<file path="src/rtl/pc_next_ext_unit_pkg.sv">
// Shared fetch-side control encodings.
// Immediate-format and next-PC select codes, also used by the decoder.
package pc_next_ext_unit_pkg;

  localparam logic [5:0] EXT_CTRL_SHAMT = 6'b100000;
  localparam logic [5:0] EXT_CTRL_ITYPE = 6'b010000;
  localparam logic [5:0] EXT_CTRL_STYPE = 6'b001000;
  localparam logic [5:0] EXT_CTRL_BTYPE = 6'b000100;
  localparam logic [5:0] EXT_CTRL_UTYPE = 6'b000010;
  localparam logic [5:0] EXT_CTRL_JTYPE = 6'b000001;

  localparam logic [2:0] NPC_PLUS4  = 3'b000;
  localparam logic [2:0] NPC_BRANCH = 3'b001;
  localparam logic [2:0] NPC_JUMP   = 3'b010;
  localparam logic [2:0] NPC_JALR   = 3'b100;

  localparam logic [31:0] PC_STEP = 32'd4;

endpackage

</file>
<file path="src/rtl/pc_next_ext_unit_imm_ext.sv">
// Immediate generator for RV32I formats.
// One-hot select; highest set bit wins when several are set.
module imm_ext_unit
  import pc_next_ext_unit_pkg::*;
(
  input  logic [31:0] instr,
  input  logic [5:0]  ext_op,
  output logic [31:0] imm_out
);

  logic [4:0]  f_shamt;
  logic [11:0] f_i;
  logic [11:0] f_s;
  logic [11:0] f_b;
  logic [19:0] f_u;
  logic [19:0] f_j;

  assign f_shamt = instr[24:20];
  assign f_i     = instr[31:20];
  assign f_s     = {instr[31:25], instr[11:7]};
  assign f_b     = {instr[31], instr[7],
                    instr[30:25], instr[11:8]};
  assign f_u     = instr[31:12];
  assign f_j     = {instr[31], instr[19:12],
                    instr[20], instr[30:21]};

  // Select the extended field; first matching bit from the MSB wins.
  always_comb begin
    imm_out = 32'd0;
    case (1'b1)
      ext_op[5]: imm_out = {27'd0, f_shamt};
      ext_op[4]: imm_out = {{20{f_i[11]}}, f_i};
      ext_op[3]: imm_out = {{20{f_s[11]}}, f_s};
      ext_op[2]: imm_out = {{19{f_b[11]}}, f_b, 1'b0};
      ext_op[1]: imm_out = {f_u, 12'd0};
      ext_op[0]: imm_out = {{11{f_j[19]}}, f_j, 1'b0};
      default:   imm_out = 32'd0;
    endcase
  end

endmodule

</file>
<file path="src/rtl/pc_next_ext_unit.sv">
// PC register, next-PC select and immediate generation.
// The PC is the only state; everything else is combinational.
module pc_next_ext_unit
  import pc_next_ext_unit_pkg::*;
#(
  parameter logic [31:0] RESET_PC = 32'h0000_0000
) (
  input  logic        clk,
  input  logic        rst,
  input  logic        hold,
  input  logic [31:0] instr,
  input  logic [5:0]  ext_op,
  input  logic [2:0]  npc_op,
  input  logic [31:0] alu_result,
  output logic [31:0] pc,
  output logic [31:0] npc,
  output logic [31:0] pc_plus4,
  output logic [31:0] imm_out
);

  logic [31:0] pc_q;
  logic [31:0] pc_rel;

  imm_ext_unit u_imm (
    .instr   (instr),
    .ext_op  (ext_op),
    .imm_out (imm_out)
  );

  assign pc       = pc_q;
  assign pc_plus4 = pc_q + PC_STEP;
  assign pc_rel   = pc_q + imm_out;

  // Next-PC select; unknown codes fall through to sequential fetch.
  always_comb begin
    npc = pc_plus4;
    case (npc_op)
      NPC_PLUS4:  npc = pc_plus4;
      NPC_BRANCH: npc = pc_rel;
      NPC_JUMP:   npc = pc_rel;
      NPC_JALR:   npc = {alu_result[31:1], 1'b0};
      default:    npc = pc_plus4;
    endcase
  end

  // PC register: reset beats hold, hold freezes fetch.
  always_ff @(posedge clk) begin
    if (rst) begin
      pc_q <= RESET_PC;
    end else if (!hold) begin
      pc_q <= npc;
    end
  end

endmodule

</file>
<file path="config.mk">
export PLATFORM = sky130hd
export DESIGN_NAME = pc_next_ext_unit
export DESIGN_NICKNAME = d
export VERILOG_FILES = /design/src/rtl/pc_next_ext_unit_pkg.sv /design/src/rtl/pc_next_ext_unit_imm_ext.sv /design/src/rtl/pc_next_ext_unit.sv
export SDC_FILE = /design/constraint.sdc
export NUM_CORES = 1
export LEC_CHECK = 0
export CORE_AREA = 4 4 130 132
export CTS_CLUSTER_SIZE = 14
export DETAILED_ROUTE_END_ITERATION = 8
export DIE_AREA = 0 0 134 136
export GPL_TIMING_DRIVEN = 1
export PLACE_DENSITY = 0.65
export SLEW_MARGIN = 30
export SYNTH_ARGS = -nofsm -noshare
export SYNTH_HDL_FRONTEND = slang
export SYNTH_SLANG_ARGS = --single-unit
</file>
<file path="constraint.sdc">
create_clock -name clk -period 4.8 [get_ports clk]
set_input_delay 0.72 -clock clk [delete_from_list [all_inputs] [get_ports clk]]
set_output_delay 0.72 -clock clk [all_outputs]
set_load 0.005 [all_outputs]
</file>
==> impl_metrics.json, run 1 <==
{
  "outcome": "complete, no violations",
  "drc": 0,
  "gp_congestion": 0.941,
  "vias": 6884,
  "hold_ws_ns": 0.564,
  "ys_seq_elements": 32,
  "die_h_um": 136,
  "combPwrFrac": 0.592,
  "dieArea_mm2": 0.0182,
  "grt_pass1_wl_um": 36000,
  "hp-class": "register to register",
  "num_rows": 46,
  "grt_use_met3": 0.0411,
  "initial_core_util": 0.298,
  "cts.sinks": 32,
  "largest_reg_flops": 32,
  "period_share": 0.988,
  "start_kind": "primary input",
  "seq_power_share": 0.202,
  "totalWireLength_um": 24000,
  "relSlewSlack": 0.504,
  "portBuffers": 195,
  "root_buffer": "clkbuf_16",
  "cts_buffer_depth": 2,
  "dp_hpwl_um": 18100,
  "nNetsFinal": 1161,
  "tightest_slew_ns": 0.743,
  "synth-async-reset-ratio": 0,
  "synth_cells": 667,
  "power_w": 0.00165,
  "synth-edff-count": 0,
  "power_leakage_nw": 3.85,
  "end_kind": "output pin",
  "yosysTopAreaCell": "dfxtp_1",
  "path_max_fanout": 3,
  "grt-ovfl-total": 0,
  "yosysWarnings": 0,
  "coreArea_mm2": 0.0157,
  "switching_share": 0.369,
  "fillers": 1424,
  "worstPathArrival_ns": 4.02,
  "fin_area_mm2": 0.00926,
  "avgSynthCellArea_um2": 7.01,
  "finalHoldViolCount": 0,
  "drv_slew": 0,
  "layout-drive-gt1-share": 0.334,
  "period_needed_ns": 4.74,
  "antenna_found_initial": 0,
  "max_freq_mhz": 211,
  "avgRoutedWirePerCell_um": 18.9,
  "syn2layout_area_growth_pct": 97.9,
  "setup_viol": 0,
  "cp_slowest_cell": "clkdlybuf4s50_1",
  "cpPeakStageDelay_ns": 0.46,
  "place_inst": 1227,
  "rsz0062_at_grt": "true",
  "clkPwrFrac": 0.206,
  "first_iter_violations": 462,
  "n_antenna_cell": 0,
  "cap_violations": 0,
  "grt_max_degree": 34,
  "top_usage_layer": "met2",
  "dpl_cell_area_mm2": 0.00817,
  "p_sw_w": 0.000607,
  "dieWidth_um": 134,
  "grt.total_usage": 0.247,
  "ys_seq_area_frac": 0.137,
  "met1_usage": 0.312,
  "skew_ns": 0.00795,
  "internal_power_w": 0.00104,
  "cts.clk_slew.worst_paths_ns": 0.05,
  "synth_top_cell_area_share": 0.137,
  "met2_usage": 0.433,
  "ant_nets": 0,
  "cts_buffers": 5,
  "viasPerCell": 5.43,
  "powerDensity_mw_per_mm2": 178,
  "synth_area_mm2": 0.00468,
  "synth_area_leaders": "dfxtp_1 14%, ha_1 9.1%, a21oi_1 6.1%",
  "ioPinCount": 204,
  "synth_cell_type_count": 69,
  "final_cell_mix": "212 x buf_4, 172 x clkdlybuf4s50_1, 69 x nand2_1, 41 x nor2_1, 33 x a21oi_1",
  "syn-num-nets": 778,
  "cp.required_ns": 4.08,
  "synth_ff_type": "dfxtp_1",
  "cp_cell_sequence": "clkdlybuf4s50_1 > nor3b_1 > a21oi_1 > a211oi_2 > buf_4 > ha_1 > nand4_1 > or2_4 > a2111oi_4 > buf_4 > o21a_1 > nor2_4 > buf_4 > or3_4 > nand3_1 > clkdlybuf4s15_2",
  "irDropWorstVdd_mv": 0.115,
  "drt_first_pass_iters": 5,
  "grt_pass1_vias": 6709,
  "h-tree-depth": 2,
  "crit_type": "primary input to output pin",
  "cts_tree": "done",
  "final_cells": 1267,
  "layout_commonest_cell": "buf_4",
  "crit_path_frequent_cell": "buf_4",
  "clock_latency_ns": 0.30
}
[Yosys cell counts (15+ instances only)]
master / instances
nand2_1: 76
a21oi_1: 57
o21ai_0: 51
nor2_1: 50
clkbuf_1: 35
ha_1: 34
dfxtp_1: 32
o21a_1: 30
xnor2_1: 26
inv_1: 21
nand4_1: 21
nand3_1: 20
xor2_1: 18
a22oi_1: 15
[through the flow]
step                TNS [ns]  utilization  setup WS (ns)
finish                     0        0.589         0.0593
global route         -0.0702        0.589        -0.0188
CTS                 -0.00636        0.562       -0.00636
detailed placement    -10.30        0.520         -0.667
global placement       -9.65        0.520         -0.653
floorplan                  0            -          0.165
[worst paths after layout]
kind	startpoint	end	slack, ns	cells after the start
worst max-delay path	instr[20]	npc[22]	0.06	16
worst min-delay path	pc[11]	pc[11]	0.56	2
worst max register to register	pc[2]	pc[30]	1.76	12
worst min register to register	pc[11]	pc[11]	0.56	2
[cells by family (layout without fill, tap and decap cells)]
family / count (synthesis) / count (layout) / synth area share
and+or+nand+nor: 252 / 252 / 0.276
AOI/OAI and AO/OA: 236 / 236 / 0.343
buffers and inverters: 61 / 445 / 0.0511
xor gates and xnor gates: 44 / 44 / 0.0824
adders and majority gates: 35 / 35 / 0.0952
DFF: 32 / 32 / 0.137
muxes: 7 / 7 / 0.0152
[layer usage]
layer	wire length [µm]	vias to the layer above
met4	507	0
met5	0	-
met1	10000	3252
met3	1670	41
li1	-	3267
met2	11800	324
[power by group through the flow]
stage / Combinational, W / Sequential (W) / Clock, W
after floorplan: 0.000339 / 0.000323 / 0
after global placement: 0.000856 / 0.000333 / 0
after detailed placement: 0.000859 / 0.000333 / 0
after CTS: 0.000919 / 0.000330 / 0.000346
after global routing: 0.00104 / 0.000337 / 0.000358
final: 0.000974 / 0.000332 / 0.000340
[worst max-delay path, delay by kind of cell]
family / cells / cell delay (ns)
and+or+nand+nor: 6 / 1.07
adders and majority gates: 1 / 0.28
buffers and inverters: 5 / 1.16
AOI/OAI and AO/OA: 4 / 0.80
[area by class of cell]
class	instances	area (µm²)	share of cell area
clock buffers	8	146	0.0158
multi-input cells	574	4490	0.485
repair buffers	416	3630	0.392
flip-flops and latches	32	641	0.0692
inverters	21	78.8	0.00852
well taps	216	270	0.0292
[repair_timing]
item | in CTS | in global routing
endpoints found under the setup margin | 24 | 23
hold buffers | 0 | 0
endpoints found under the hold margin | 0 | 0
pin swaps | 25 | 40
resized for setup | 122 | 71
buffers inserted | 16 | 16
Note: power is estimated with default switching activity, not from simulation.
==> run 2: changes to the inputs <==
PLACE_DENSITY = 0.61   (was 0.65)
==> run 2 against run 1 <==
Compared with the run above:
- sequential power is essentially flat
- worst hold slack lost 0.030 ns
- critical endpoint is now npc[25]
- via count shrank 4.0%
- maximum frequency is essentially flat
- combinational power shrank 3.5%
- clock power shrank 8.8%
- die area is the same
- sequential share of layout area grew 0.15 points
- first-iteration DRC count shrank 29%
- cell count shrank 1.7%
- register-to-register slack lost 0.02 ns
- non-clock buffer count shrank 18
==> impl_metrics.json, run 2 (same netlist as run 1, synthesis figures left out) <==
{
  "outcome": "complete, no violations",
  "dieArea_mm2": 0.0182,
  "finalHoldViolCount": 0,
  "cap_violations": 0,
  "die_h_um": 136,
  "period_needed_ns": 4.75,
  "irDropWorstVdd_mv": 0.130,
  "vias": 6610,
  "dieWidth_um": 134,
  "cts.clk_slew.worst_paths_ns": 0.05,
  "coreArea_mm2": 0.0157,
  "antenna_found_initial": 0,
  "grt_pass1_vias": 6606,
  "path_max_fanout": 4,
  "cts_buffer_depth": 2,
  "powerDensity_mw_per_mm2": 175,
  "drc": 0,
  "grt-ovfl-total": 0,
  "grt_max_degree": 34,
  "layout-drive-gt1-share": 0.318,
  "fillers": 1440,
  "drt_first_pass_iters": 5,
  "dpl_cell_area_mm2": 0.00814,
  "cts_buffers": 5,
  "grt.total_usage": 0.246,
  "met2_usage": 0.416,
  "syn2layout_area_growth_pct": 93.6,
  "met1_usage": 0.309,
  "cts_tree": "done",
  "hold_path_depth": 2,
  "r2r_cells": 7,
  "cts.sinks": 32,
  "fin_area_mm2": 0.00905,
  "h-tree-depth": 2,
  "final_cell_mix": "196 x buf_4, 173 x clkdlybuf4s50_1, 72 x nand2_1, 42 x nor2_1, 34 x a21oi_1",
  "drv_slew": 0,
  "num_rows": 46,
  "period_share": 0.989,
  "grt_use_met3": 0.0529,
  "ioPinCount": 204,
  "initial_core_util": 0.298,
  "crit_type": "primary input to output pin",
  "root_buffer": "clkbuf_16",
  "clock_latency_ns": 0.29,
  "top_usage_layer": "met2",
  "hp-class": "register to register",
  "nNetsFinal": 1143,
  "largest_reg_flops": 32,
  "viasPerCell": 5.30,
  "setup_viol": 0,
  "tightest_slew_ns": 0.723,
  "power_w": 0.00158,
  "dp_hpwl_um": 18100,
  "ant_nets": 0,
  "avgRoutedWirePerCell_um": 18.6,
  "first_iter_violations": 326,
  "gp_congestion": 0.929,
  "end_kind": "output pin",
  "start_kind": "primary input",
  "grt_pass1_wl_um": 35600,
  "worstPathArrival_ns": 4.03,
  "layout_commonest_cell": "buf_4",
  "totalWireLength_um": 23200,
  "max_freq_mhz": 211,
  "skew_ns": 0.00404,
  "n_antenna_cell": 0,
  "power_leakage_nw": 3.69,
  "portBuffers": 195,
  "rsz0062_at_grt": "true",
  "cp.required_ns": 4.08,
  "relSlewSlack": 0.518
}
-- run 2: changes by cell type in the layout (fill, tap and decap cells not counted), sizes merged --
cell / previous run / this run
dlygate4sd2: 10 / 14
buf: 221 / 204
clkbuf: 12 / 7
clkdlybuf4s50: 172 / 173
clkdlybuf4s15: 2 / 1
dlymetal6s2s: 7 / 4
-- run 2: critical path: stages --
cell and delay, ns:
dlygate4sd2_1 0.25, buf_6 0.14, nor2_4 0.14, o21ai_2 0.08
buf_4 0.15, a22o_4 0.28, ha_1 0.31, o211ai_1 0.13
o211ai_1 0.21, buf_4 0.17, a21oi_2 0.07, o41a_1 0.46
buf_4 0.16, o2111a_1 0.21, or3b_1 0.39, buf_2 0.14
-- run 2: cell type report --
| class | instances | area [µm²] | share of cell area |
|---|---|---|---|
| sequential | 32 | 641 | 0.0708 |
| clock buffer | 5 | 125 | 0.0138 |
| multi-input combinational | 574 | 4450 | 0.492 |
| tap | 216 | 270 | 0.0299 |
| inverter | 21 | 78.8 | 0.00871 |
| timing repair buffer | 398 | 3480 | 0.385 |
-- run 2: what timing repair did --
action,in CTS,in global routing
setup endpoints to repair,25,19
pin swaps,27,23
buffers inserted,12,6
resized for setup,139,40
endpoints found under the hold margin,0,0
hold buffers,0,0
-- run 2: worst paths after layout --
check | start | endpoint | slack, ns
worst max-delay path | ext_op[4] | npc[25] | 0.05
worst min-delay path | pc[0] | pc[0] | 0.53
worst max register to register | pc[2] | pc[28] | 1.74
worst min register to register | pc[0] | pc[0] | 0.53
-- run 2: stage by stage --
step	setup slack (ns)	instances	utilization	hold slack (ns)	setup TNS, ns
after CTS	-0.0796	1240	0.564	0.537	-0.0796
after floorplan	0.165	667	-	0.500	0
after detailed placement	-0.713	1223	0.518	0.526	-10.46
after global placement	-0.651	1223	0.518	0.516	-9.03
final	0.0549	1246	0.576	0.534	0
after global routing	-0.0771	1246	0.576	0.570	-0.298
-- run 2: per-layer routing --
metal  vias up  routed length [µm]
li1       3227                   -
met1      3103                9800
met2       226               11100
met3        54                1520
met4         0                 797
met5         -                   0
-- run 2: where the power goes --
group	internal (W)	total [W]	switching (W)
registers	0.000286	0.000333	0.0000467
logic	0.000524	0.000940	0.000416
clock network	0.000183	0.000310	0.000126
==> run 3: changes to the inputs <==
CORE_AREA = 4 4 109 111   (was 4 4 130 132)
CTS_CLUSTER_DIAMETER = 80   (was not set)
DIE_AREA = 0 0 113 115   (was 0 0 134 136)
PLACE_DENSITY = 0.82   (was 0.61)
==> run 3 against run 2 <==
Compared with the run above:
- the flow now finishes with violations (negative setup slack)
- global-route usage is 13 points higher
- combinational power grew 7%
- routed wire length grew 20%
- die area fell by 29%
- worst hold slack worse by 0.0039 ns
- cell count down 4.5%
- register-to-register slack lost 0.07 ns
- first-iteration DRC count rose by 150%
- maximum frequency shrank 3.2%
- largest power group unchanged
- highest routed layer unchanged
==> impl_metrics.json, run 3 (same netlist as run 1, synthesis figures left out) <==
{
  "outcome": "finished, violations left",
  "violations": "negative setup slack",
  "largest_reg_flops": 32,
  "n_antenna_cell": 0,
  "antenna_found_initial": 0,
  "drt_first_pass_iters": 8,
  "max_freq_mhz": 204,
  "finalSetupTns_ns": -0.341,
  "cap_violations": 0,
  "initial_core_util": 0.433,
  "syn2layout_area_growth_pct": 95.9,
  "finalHoldViolCount": 0,
  "postCtsHoldBufs": 0,
  "ff_latch_area_um2": 641,
  "skew_ns": 0.0152,
  "crit_path_start": "ext_op[2]",
  "tightest_slew_ns": 0.804,
  "viasPerCell": 6.36,
  "die_h_um": 115,
  "worst_slack_ns": -0.103,
  "avgRoutedWirePerCell_um": 23.3,
  "period_needed_ns": 4.90,
  "ioPinCount": 204,
  "fillers": 616,
  "r2r-end": "pc[28]",
  "clock_latency_ns": 0.34,
  "cp.required_ns": 4.08,
  "drv_slew": 0,
  "grt_max_degree": 34,
  "crit_type": "primary input to output pin",
  "period_share": 1.02,
  "vias": 7569,
  "fin_area_mm2": 0.00916,
  "path_max_fanout": 4,
  "dieArea_mm2": 0.0130,
  "cts.clk_slew.worst_paths_ns": 0.07,
  "dieWidth_um": 113,
  "cts_tree": "done",
  "grt_pass1_vias": 7432,
  "place_ws_ns": -0.855,
  "cts_buffer_depth": 2,
  "num_rows": 38,
  "worstPathArrival_ns": 4.18,
  "grt-ovfl-total": 0,
  "dpl_cell_area_mm2": 0.00807,
  "gp_congestion": 0.971,
  "ant_nets": 0,
  "h-tree-depth": 2,
  "nNetsFinal": 1161,
  "grt.total_usage": 0.376,
  "grt_pass1_wl_um": 38900,
  "power_leakage_nw": 3.78,
  "irDropWorstVdd_mv": 0.169,
  "reg2reg_slack_ns": 1.67,
  "final_cell_mix": "216 x buf_4, 169 x clkdlybuf4s50_1, 68 x nand2_1, 44 x nor2_1",
  "layout_commonest_cell": "buf_4",
  "coreArea_mm2": 0.0108,
  "layout-drive-gt1-share": 0.348,
  "crit_end": "npc[8]",
  "first_iter_violations": 805,
  "portBuffers": 195,
  "r2r_cells": 7,
  "cts_buffers": 5,
  "setup_viol": 5,
  "end_kind": "output pin",
  "hp-class": "register to register",
  "root_buffer": "clkbuf_8",
  "powerDensity_mw_per_mm2": 172,
  "dp_hpwl_um": 18300,
  "hold_ws_ns": 0.530,
  "drc": 0,
  "relSlewSlack": 0.463,
  "totalWireLength_um": 27800,
  "start_kind": "primary input",
  "cts.sinks": 32,
  "multi_input_area_mm2": 0.00458,
  "rr_startpoint": "pc[2]"
}
## run 3: per-layer routing
metal,part of all wire,wire length [µm],track usage
met1,0.37,10300,0.465
met2,0.47,12900,0.639
met3,0.10,2890,0.0689
met4,0.058,1620,0.166
met5,0,0,0
## run 3: worst min-delay path by stage
stage | startpoint | to | slack [ns] | cells after the start
6_report | pc[0] | pc[0] | 0.53 | 2
5_1_grt | pc[30] | pc[30] | 0.58 | 2
3_3_place_gp | pc[0] | pc[0] | 0.51 | 2
2_1_floorplan | pc[0] | pc[0] | 0.50 | 2
3_5_place_dp | pc[0] | pc[0] | 0.52 | 2
4_1_cts | pc[0] | pc[0] | 0.53 | 2
## run 3: stage by stage
step | util | total power [W] | std cells
floorplan | - | 0.000662 | 667
global placement | 0.748 | 0.00117 | 1151
detailed placement | 0.748 | 0.00119 | 1151
CTS | 0.821 | 0.00148 | 1182
global route | 0.849 | 0.00164 | 1190
finish | 0.849 | 0.00158 | 1190
## run 3: worst max-delay path: stages
cell and delay (ns):
dlygate4sd2_1 0.26, or2_4 0.27, o21ai_2 0.17, buf_6 0.14
a22o_4 0.15, inv_1 0.06, fa_2 0.36, nand2b_4 0.16
a21o_4 0.23, buf_4 0.17, a31oi_4 0.16, buf_4 0.17
xor2_1 0.37, a221o_1 0.26, clkdlybuf4s50_1 0.52
## run 3: power by group
group	leakage, nW	internal (W)	switching, W
combinational	3.47	0.000539	0.000470
clock	0.0410	0.0000990	0.000133
sequential	0.264	0.000286	0.0000492
total	3.78	0.000924	0.000652
## run 3: area by class of cell
type / count / area share
Multi-Input combinational cell: 574 / 0.500
Timing Repair Buffer: 416 / 0.394
Sequential cell: 32 / 0.0699
Tap cell: 140 / 0.0191
Inverter: 21 / 0.00860
Clock buffer: 6 / 0.00792
Clock inverter: 1 / 0.000546
## run 3: what timing repair did
| item | 4_1_cts | 5_1_grt |
|---|---|---|
| buffers inserted | 24 | 8 |
| endpoints found under the setup margin | 25 | 25 |
| pin swaps | 40 | 35 |
| gates resized for setup | 142 | 68 |
